===== src/rtl/booth_pkg.sv =====
`default_nettype none
// +------------------------------------------------------------------+
// | booth_pkg : shared state encoding and parameter helpers for the  |
// |             sequential Booth multiplier.          Rev 1.0        |
// +------------------------------------------------------------------+
package booth_pkg;

  typedef enum logic [2:0] {
    IDLE   = 3'd0,
    LOAD_A = 3'd1,
    LOAD_B = 3'd2,
    CALC   = 3'd3,
    OUT_HI = 3'd4,
    OUT_LO = 3'd5
  } state_t;

  function automatic bit radix_ok(input int radix);
    return (radix == 2) || (radix == 4);
  endfunction

  function automatic bit width_ok(input int w);
    return (w >= 4) && ((w % 2) == 0);
  endfunction

  // Number of CALC cycles: one per extended multiplier bit, or one per pair.
  function automatic int iter_count(input int w, input int radix);
    return (radix == 4) ? (w + 2) / 2 : (w + 2);
  endfunction

endpackage
`default_nettype wire


===== src/rtl/booth_recoder.sv =====
`default_nettype none
// +------------------------------------------------------------------+
// | booth_recoder : maps a Booth triplet to a digit magnitude and a  |
// |                 negate flag.                      Rev 1.0        |
// +------------------------------------------------------------------+
module booth_recoder (
  input  logic [2:0] trip,
  output logic [1:0] mag,
  output logic       neg
);

  always_comb begin
    mag = 2'd0;
    neg = 1'b0;
    case (trip)
      3'b001, 3'b010: mag = 2'd1;
      3'b011:         mag = 2'd2;
      3'b100: begin
        mag = 2'd2;
        neg = 1'b1;
      end
      3'b101, 3'b110: begin
        mag = 2'd1;
        neg = 1'b1;
      end
      default: begin
        mag = 2'd0;
        neg = 1'b0;
      end
    endcase
  end

endmodule
`default_nettype wire


===== src/rtl/booth_mult_param.sv =====
`default_nettype none
// +------------------------------------------------------------------+
// | booth_mult_param : sequential radix-2/4 Booth multiplier with a  |
// |                    shared operand/result bus.     Rev 1.0        |
// +------------------------------------------------------------------+
module booth_mult_param
  import booth_pkg::*;
#(
  parameter int W     = 8,
  parameter int RADIX = 2
) (
  input  logic         clk,
  input  logic         rst,
  input  logic         start,
  input  logic         sgn,
  input  logic [W-1:0] inbus,
  output logic [W-1:0] outbus,
  output logic         done,
  output logic         busy
);

  localparam int c_EW = W + 2;
  localparam int c_AW = W + 4;
  localparam int c_N  = iter_count(W, RADIX);
  localparam int c_CW = $clog2(c_N + 1);
  localparam int c_SH = (RADIX == 4) ? 2 : 1;

  generate
    if (!radix_ok(RADIX)) begin : g_bad_radix
      $error("booth_mult_param: RADIX must be 2 or 4");
    end
    if (!width_ok(W)) begin : g_bad_width
      $error("booth_mult_param: W must be even and at least 4");
    end
  endgenerate

  state_t            r_state;
  state_t            w_next;
  logic              r_sgn;
  logic [c_EW-1:0]   r_a;
  logic [c_AW-1:0]   r_acc;
  logic [c_EW-1:0]   r_mul;
  logic              r_prev;
  logic [c_CW-1:0]   r_cnt;

  logic [c_EW-1:0]      w_in_ext;
  logic [c_AW-1:0]      w_a_ext;
  logic [c_AW-1:0]      w_addend;
  logic [c_AW-1:0]      w_sum;
  logic [c_AW+c_EW-1:0] w_cat;
  logic [c_AW+c_EW-1:0] w_shift;
  logic [2:0]           w_trip;
  logic [1:0]           w_mag;
  logic                 w_neg;
  logic [2*W-1:0]       w_prod;

  assign w_in_ext = {{2{r_sgn & inbus[W-1]}}, inbus};

  // Radix-2 repeats b(i) so the same recoder yields only 0 / +-A.
  generate
    if (RADIX == 4) begin : g_r4
      assign w_trip = {r_mul[1], r_mul[0], r_prev};
    end else begin : g_r2
      assign w_trip = {r_mul[0], r_mul[0], r_prev};
    end
  endgenerate

  booth_recoder u_recoder (
    .trip (w_trip),
    .mag  (w_mag),
    .neg  (w_neg)
  );

  // Two headroom bits above the W+2 operand keep +-2A partial sums exact.
  assign w_a_ext  = {{2{r_a[c_EW-1]}}, r_a};
  assign w_addend = (w_mag == 2'd2) ? (w_a_ext << 1) :
                    (w_mag == 2'd1) ? w_a_ext : '0;
  assign w_sum    = w_neg ? (r_acc - w_addend) : (r_acc + w_addend);
  assign w_cat    = {w_sum, r_mul};
  assign w_shift  = $signed(w_cat) >>> c_SH;
  assign w_prod   = {r_acc[W-3:0], r_mul};

  always_ff @(posedge clk or negedge rst) begin
    if (!rst) begin
      r_state <= IDLE;
    end else begin
      r_state <= w_next;
    end
  end

  always_comb begin
    w_next = r_state;
    case (r_state)
      IDLE:    if (start) w_next = LOAD_A;
      LOAD_A:  w_next = LOAD_B;
      LOAD_B:  w_next = CALC;
      CALC:    if (r_cnt == c_CW'(1)) w_next = OUT_HI;
      OUT_HI:  w_next = OUT_LO;
      OUT_LO:  w_next = IDLE;
      default: w_next = IDLE;
    endcase
  end

  always_ff @(posedge clk or negedge rst) begin
    if (!rst) begin
      r_sgn  <= 1'b0;
      r_a    <= '0;
      r_acc  <= '0;
      r_mul  <= '0;
      r_prev <= 1'b0;
      r_cnt  <= '0;
    end else begin
      case (r_state)
        IDLE: begin
          if (start) r_sgn <= sgn;
        end
        LOAD_A: begin
          r_a <= w_in_ext;
        end
        LOAD_B: begin
          r_mul  <= w_in_ext;
          r_acc  <= '0;
          r_prev <= 1'b0;
          r_cnt  <= c_CW'(c_N);
        end
        CALC: begin
          {r_acc, r_mul} <= w_shift;
          r_prev         <= r_mul[c_SH-1];
          r_cnt          <= r_cnt - c_CW'(1);
        end
        default: begin
          r_cnt <= r_cnt;
        end
      endcase
    end
  end

  always_comb begin
    outbus = '0;
    done   = 1'b0;
    busy   = (r_state != IDLE);
    case (r_state)
      OUT_HI: begin
        outbus = w_prod[2*W-1:W];
        done   = 1'b1;
      end
      OUT_LO: begin
        outbus = w_prod[W-1:0];
        done   = 1'b1;
      end
      default: begin
        outbus = '0;
        done   = 1'b0;
      end
    endcase
  end

endmodule
`default_nettype wire

===== config.mk =====
export PLATFORM = sky130hd
export DESIGN_NAME = booth_mult_param
export DESIGN_NICKNAME = d
export VERILOG_FILES = /design/src/rtl/booth_pkg.sv /design/src/rtl/booth_recoder.sv /design/src/rtl/booth_mult_param.sv
export SDC_FILE = /design/constraint.sdc
export NUM_CORES = 1
export LEC_CHECK = 0
export CORE_UTILIZATION = 45
export DETAILED_ROUTE_END_ITERATION = 8
export DONT_BUFFER_PORTS = 1
export GPL_TIMING_DRIVEN = 1
export MAX_ROUTING_LAYER = met4
export PLACE_DENSITY_LB_ADDON = 0.25
export SLEW_MARGIN = 20
export SYNTH_ARGS = -nofsm -noshare
export SYNTH_HDL_FRONTEND = slang
export SYNTH_SLANG_ARGS = --single-unit

===== constraint.sdc =====
create_clock -name clk -period 3.11 [get_ports clk]
set_input_delay 0.622 -clock clk [delete_from_list [all_inputs] [get_ports clk]]
set_output_delay 0.622 -clock clk [all_outputs]
set_load 0.01 [all_outputs]

==> impl_table.tex <==
\begin{tabular}{lr}
\hline
Metric & Value \\
\hline
\multicolumn{2}{l}{\textbf{Placed design}} \\
\quad Global placement routability congestion & 0.9068 \\
\quad Half-perimeter wire length after detailed placement & 4024 um \\
\quad Input/output buffers & 0 \\
\quad Post-Place Cell Area & 2654 sq um \\
\multicolumn{2}{l}{\textbf{Floorplanning}} \\
\quad Die extent in x & 77.54 um \\
\quad Die Ht & 77.54 um \\
\quad Core outline area & 5507 sq um \\
\quad Initial standard-cell utilization of the core & 0.4663 \\
\quad Number of placed I/O pins & 22 \\
\quad Die area & 6012 sq um \\
\quad FP Rows & 27 \\
\multicolumn{2}{l}{\textbf{Timing}} \\
\quad Post-Route Setup TNS & 0 ns \\
\quad Final hold viol count & 0 \\
\quad Post-route minimum period & 2.948 ns \\
\quad Setup repair after global routing missed its margin & false \\
\quad Clock tree skew after final layout & 0.006587 ns \\
\quad Number of slew-limit violations in the final report & 0 \\
\quad Least-Margin Pin Slew & 0.6244 ns \\
\quad Fin crit share & 0.9478 \\
\quad Upper clock frequency limit & 339.3 MHz \\
\quad \# setup viols final & 0 \\
\quad Relative max-transition margin & 0.5779 \\
\multicolumn{2}{l}{\textbf{Route}} \\
\quad DR vias & 1,975 \\
\quad Number of antenna-violating nets in the routed design & 0 \\
\quad DRC marker count from the first detailed-route iteration & 62 \\
\quad DRC violation count after routing & 0 \\
\quad Final wirelength & 5563 um \\
\quad Router iterations before antenna repair & 4 \\
\quad Avg Vias per Cell & 5.548 \\
\quad Wire per inst & 15.63 um \\
\multicolumn{2}{l}{\textbf{Layout}} \\
\quad Most common cell after layout, fill and taps aside & sky130\_fd\_sc\_hd\_\_dfrtp\_1 \\
\quad Antenna Cells & 0 \\
\quad Final net count & 311 \\
\quad Most used cells in the layout excluding fill and tap cells & sky130\_fd\_sc\_hd\_\_dfrtp\_1 (39), sky130\_fd\_sc\_hd\_\_nand2\_1 (28), sky130\_fd\_sc\_hd\_\_nor2\_1 (25) \\
\quad Share of final-layout standard cells stronger than drive strength 1 & 0.1338 \\
\quad FILL cells & 524 \\
\quad Layout Cell Area excl Fill & 2775 sq um \\
\quad Relative area change from synthesis to final layout & 8.090\% \\
\multicolumn{2}{l}{\textbf{Global routing}} \\
\quad Pin count of the biggest net entering global routing & 40 \\
\quad Global Route Usage Sum & 0.2098 \\
\quad Layer with the highest usage & met2 \\
\quad Met2 global-route usage & 0.3381 \\
\quad Global-route wire length before repair & 9556 um \\
\quad Grt met1 use & 0.2688 \\
\quad Via count of the first global-routing pass & 1,974 \\
\quad Overall overflow remaining after global route & 0 \\
\quad Initial antenna violation count & 0 \\
\quad Met3 track demand over resource & 0.03176 \\
\multicolumn{2}{l}{\textbf{Worst setup path}} \\
\quad Crit path cell chain & or4\_4, or3\_4, nor2\_1, nor2\_1, xor2\_1, nand2b\_1, ha\_2, a21o\_1, a21o\_1, a21oi\_2, mux2i\_1, a21oi\_1, nand3b\_1 \\
\quad Arr. time, crit path & 3.13 ns \\
\quad Critical path data required time & 3.29 ns \\
\quad Largest incremental delay on the critical path & 0.59 ns \\
\quad Start-to-end type of the worst setup path & flop to flop \\
\quad Maximum fanout encountered on the critical timing path & 7 \\
\quad Element type at the critical path end & flop \\
\quad Worst setup SP type & flop \\
\quad Crit-path slowest cell & sky130\_fd\_sc\_hd\_\_or4\_4 \\
\multicolumn{2}{l}{\textbf{Synth}} \\
\quad Seq cells post-synth & 39 \\
\quad Synth Area per Inst & 9.170 sq um \\
\quad Netlist area before placement & 2567 sq um \\
\quad Seq/Total Area, Yosys & 0.3801 \\
\quad Gate Count Post-Synth & 280 \\
\quad Yosys top cell area share & 0.3801 \\
\quad Synth top area cells & sky130\_fd\_sc\_hd\_\_dfrtp\_1 (38\%), sky130\_fd\_sc\_hd\_\_ha\_1 (6.8\%), sky130\_fd\_sc\_hd\_\_mux2i\_1 (6.6\%) \\
\quad Yosys top cell by area & sky130\_fd\_sc\_hd\_\_dfrtp\_1 \\
\quad Warnings from Yosys & 0 \\
\quad Synthesized netlist net count & 307 \\
\quad Count of unique library cells instantiated by Yosys & 47 \\
\multicolumn{2}{l}{\textbf{Flow run}} \\
\quad Number of violations of the max-capacitance limit & 0 \\
\multicolumn{2}{l}{\textbf{Clock network}} \\
\quad Clock transition time at the flip-flop clock pins of the worst setup and hold paths & 0.08 ns \\
\quad Source-to-sink clock delay at the later pin of the worst-skew pair & 0.29 ns \\
\quad Maximum level of the CTS H-tree & 2 \\
\quad Clk root buf & sky130\_fd\_sc\_hd\_\_clkbuf\_8 \\
\quad Number of buffers inserted to repair setup after CTS & 0 \\
\quad Number of buffers created by CTS & 5 \\
\quad TritonCTS Sinks & 39 \\
\quad TritonCTS clock tree & yes \\
\quad Buffers from clock root to sink, at most & 2 \\
\multicolumn{2}{l}{\textbf{Worst hold path}} \\
\quad Worst min-delay path class & primary input to async pin \\
\multicolumn{2}{l}{\textbf{Status}} \\
\quad Status & complete, no violations \\
\hline
\end{tabular}
## critical path, delay by kind of cell, from the launching register on
family                     cells  cell delay (ns)
muxes                          1             0.09
and+or+nand+nor                6             1.25
xor gates and xnor gates       1             0.13
DFF                            1             0.41
adders and majority gates      1             0.31
AOI/OAI and AO/OA              4             0.63
## through the flow
stage | std cells | hold WS, ns | utilization | setup slack (ns)
CTS | 356 | 0.005111 | 0.5006 | 0.05071
floorplan | 280 | 0.3264 | - | 0.1438
detailed placement | 349 | 0.3278 | 0.4819 | 0.04704
global route | 356 | 0.003721 | 0.5040 | 0.005044
global placement | 349 | 0.3279 | 0.4819 | 0.09585
finish | 356 | 0.01523 | 0.5040 | 0.1625
## layer usage
metal,part of all wire,wire [um]
met3,0.026,144
met5,0,0
met2,0.49,2718
met1,0.47,2613
met4,0.016,87
## timing repair
item,in CTS,in global routing
hold buffers,0,0
hold endpoints to repair,0,0
endpoints found under the setup margin,0,2
resized for setup,0,5
## worst paths after layout
kind / start / endpoint / slack, ns / depth (start not counted)
min in group clk: inbus[4] / r_a[4] / 0.48 / 1
hold reg to reg: r_prev / r_prev / 0.49 / 2
max in group asynchronous: rst / r_mul[8] / 3.00 / 0
setup reg to reg: r_a[3] / r_acc[9] / 0.16 / 13
hold / removal: rst / r_acc[9] / 0.02 / 0
setup / recovery: r_a[3] / r_acc[9] / 0.16 / 13
## flip-flops by register name, indices dropped and copies added (netlist names)
register  count
r_prev        1
r_acc        11
r_a           9
r_state       3
r_cnt         4
r_sgn         1
r_mul        10
## Yosys cell counts (all sizes together)
master,count
nor2,25
nor3,5
or4,1
nand3b,2
clkbuf,8
nor4b,2
nand2b,8
nor4,1
ha,14
buf,4
o31ai,4
xnor2,6
xor2,4
or2b,1
a21oi,13
nor2b,5
nand4,2
mux2,9
o21ai,27
mux2i,17
and3,1
or3,8
a31oi,2
a41oi,1
a211oi,2
fa,1
inv,14
nand2,28
nand3,7
dfrtp,39
a32o,2
o2111ai,1
a21o,7
clkinv,1
nand4b,1
a21boi,2
a22o,2
o21a,3
## cell type report
class | count | area, sq um | area share
clock buffers | 6 | 72.57 | 0.02615
clock inverters | 1 | 30.03 | 0.01082
inverters | 15 | 57.56 | 0.02074
multi-input cells | 214 | 1481 | 0.5338
flip-flops and latches | 39 | 975.9 | 0.3517
well taps | 72 | 90.09 | 0.03246
repair buffers | 9 | 67.56 | 0.02435
## logic make-up after synthesis
group / count (synthesis) / synth area share
compound gates: 66 / 0.1642
buf+inv: 27 / 0.05019
mux: 26 / 0.1058
simple gates: 97 / 0.1896
flops: 39 / 0.3801
fa+ha+maj: 15 / 0.07602
xor+xnor: 10 / 0.03411
Power is left out: the tool's default activity adds up to more than one toggle a clock period on the data nets, which glitch-free logic cannot reach.
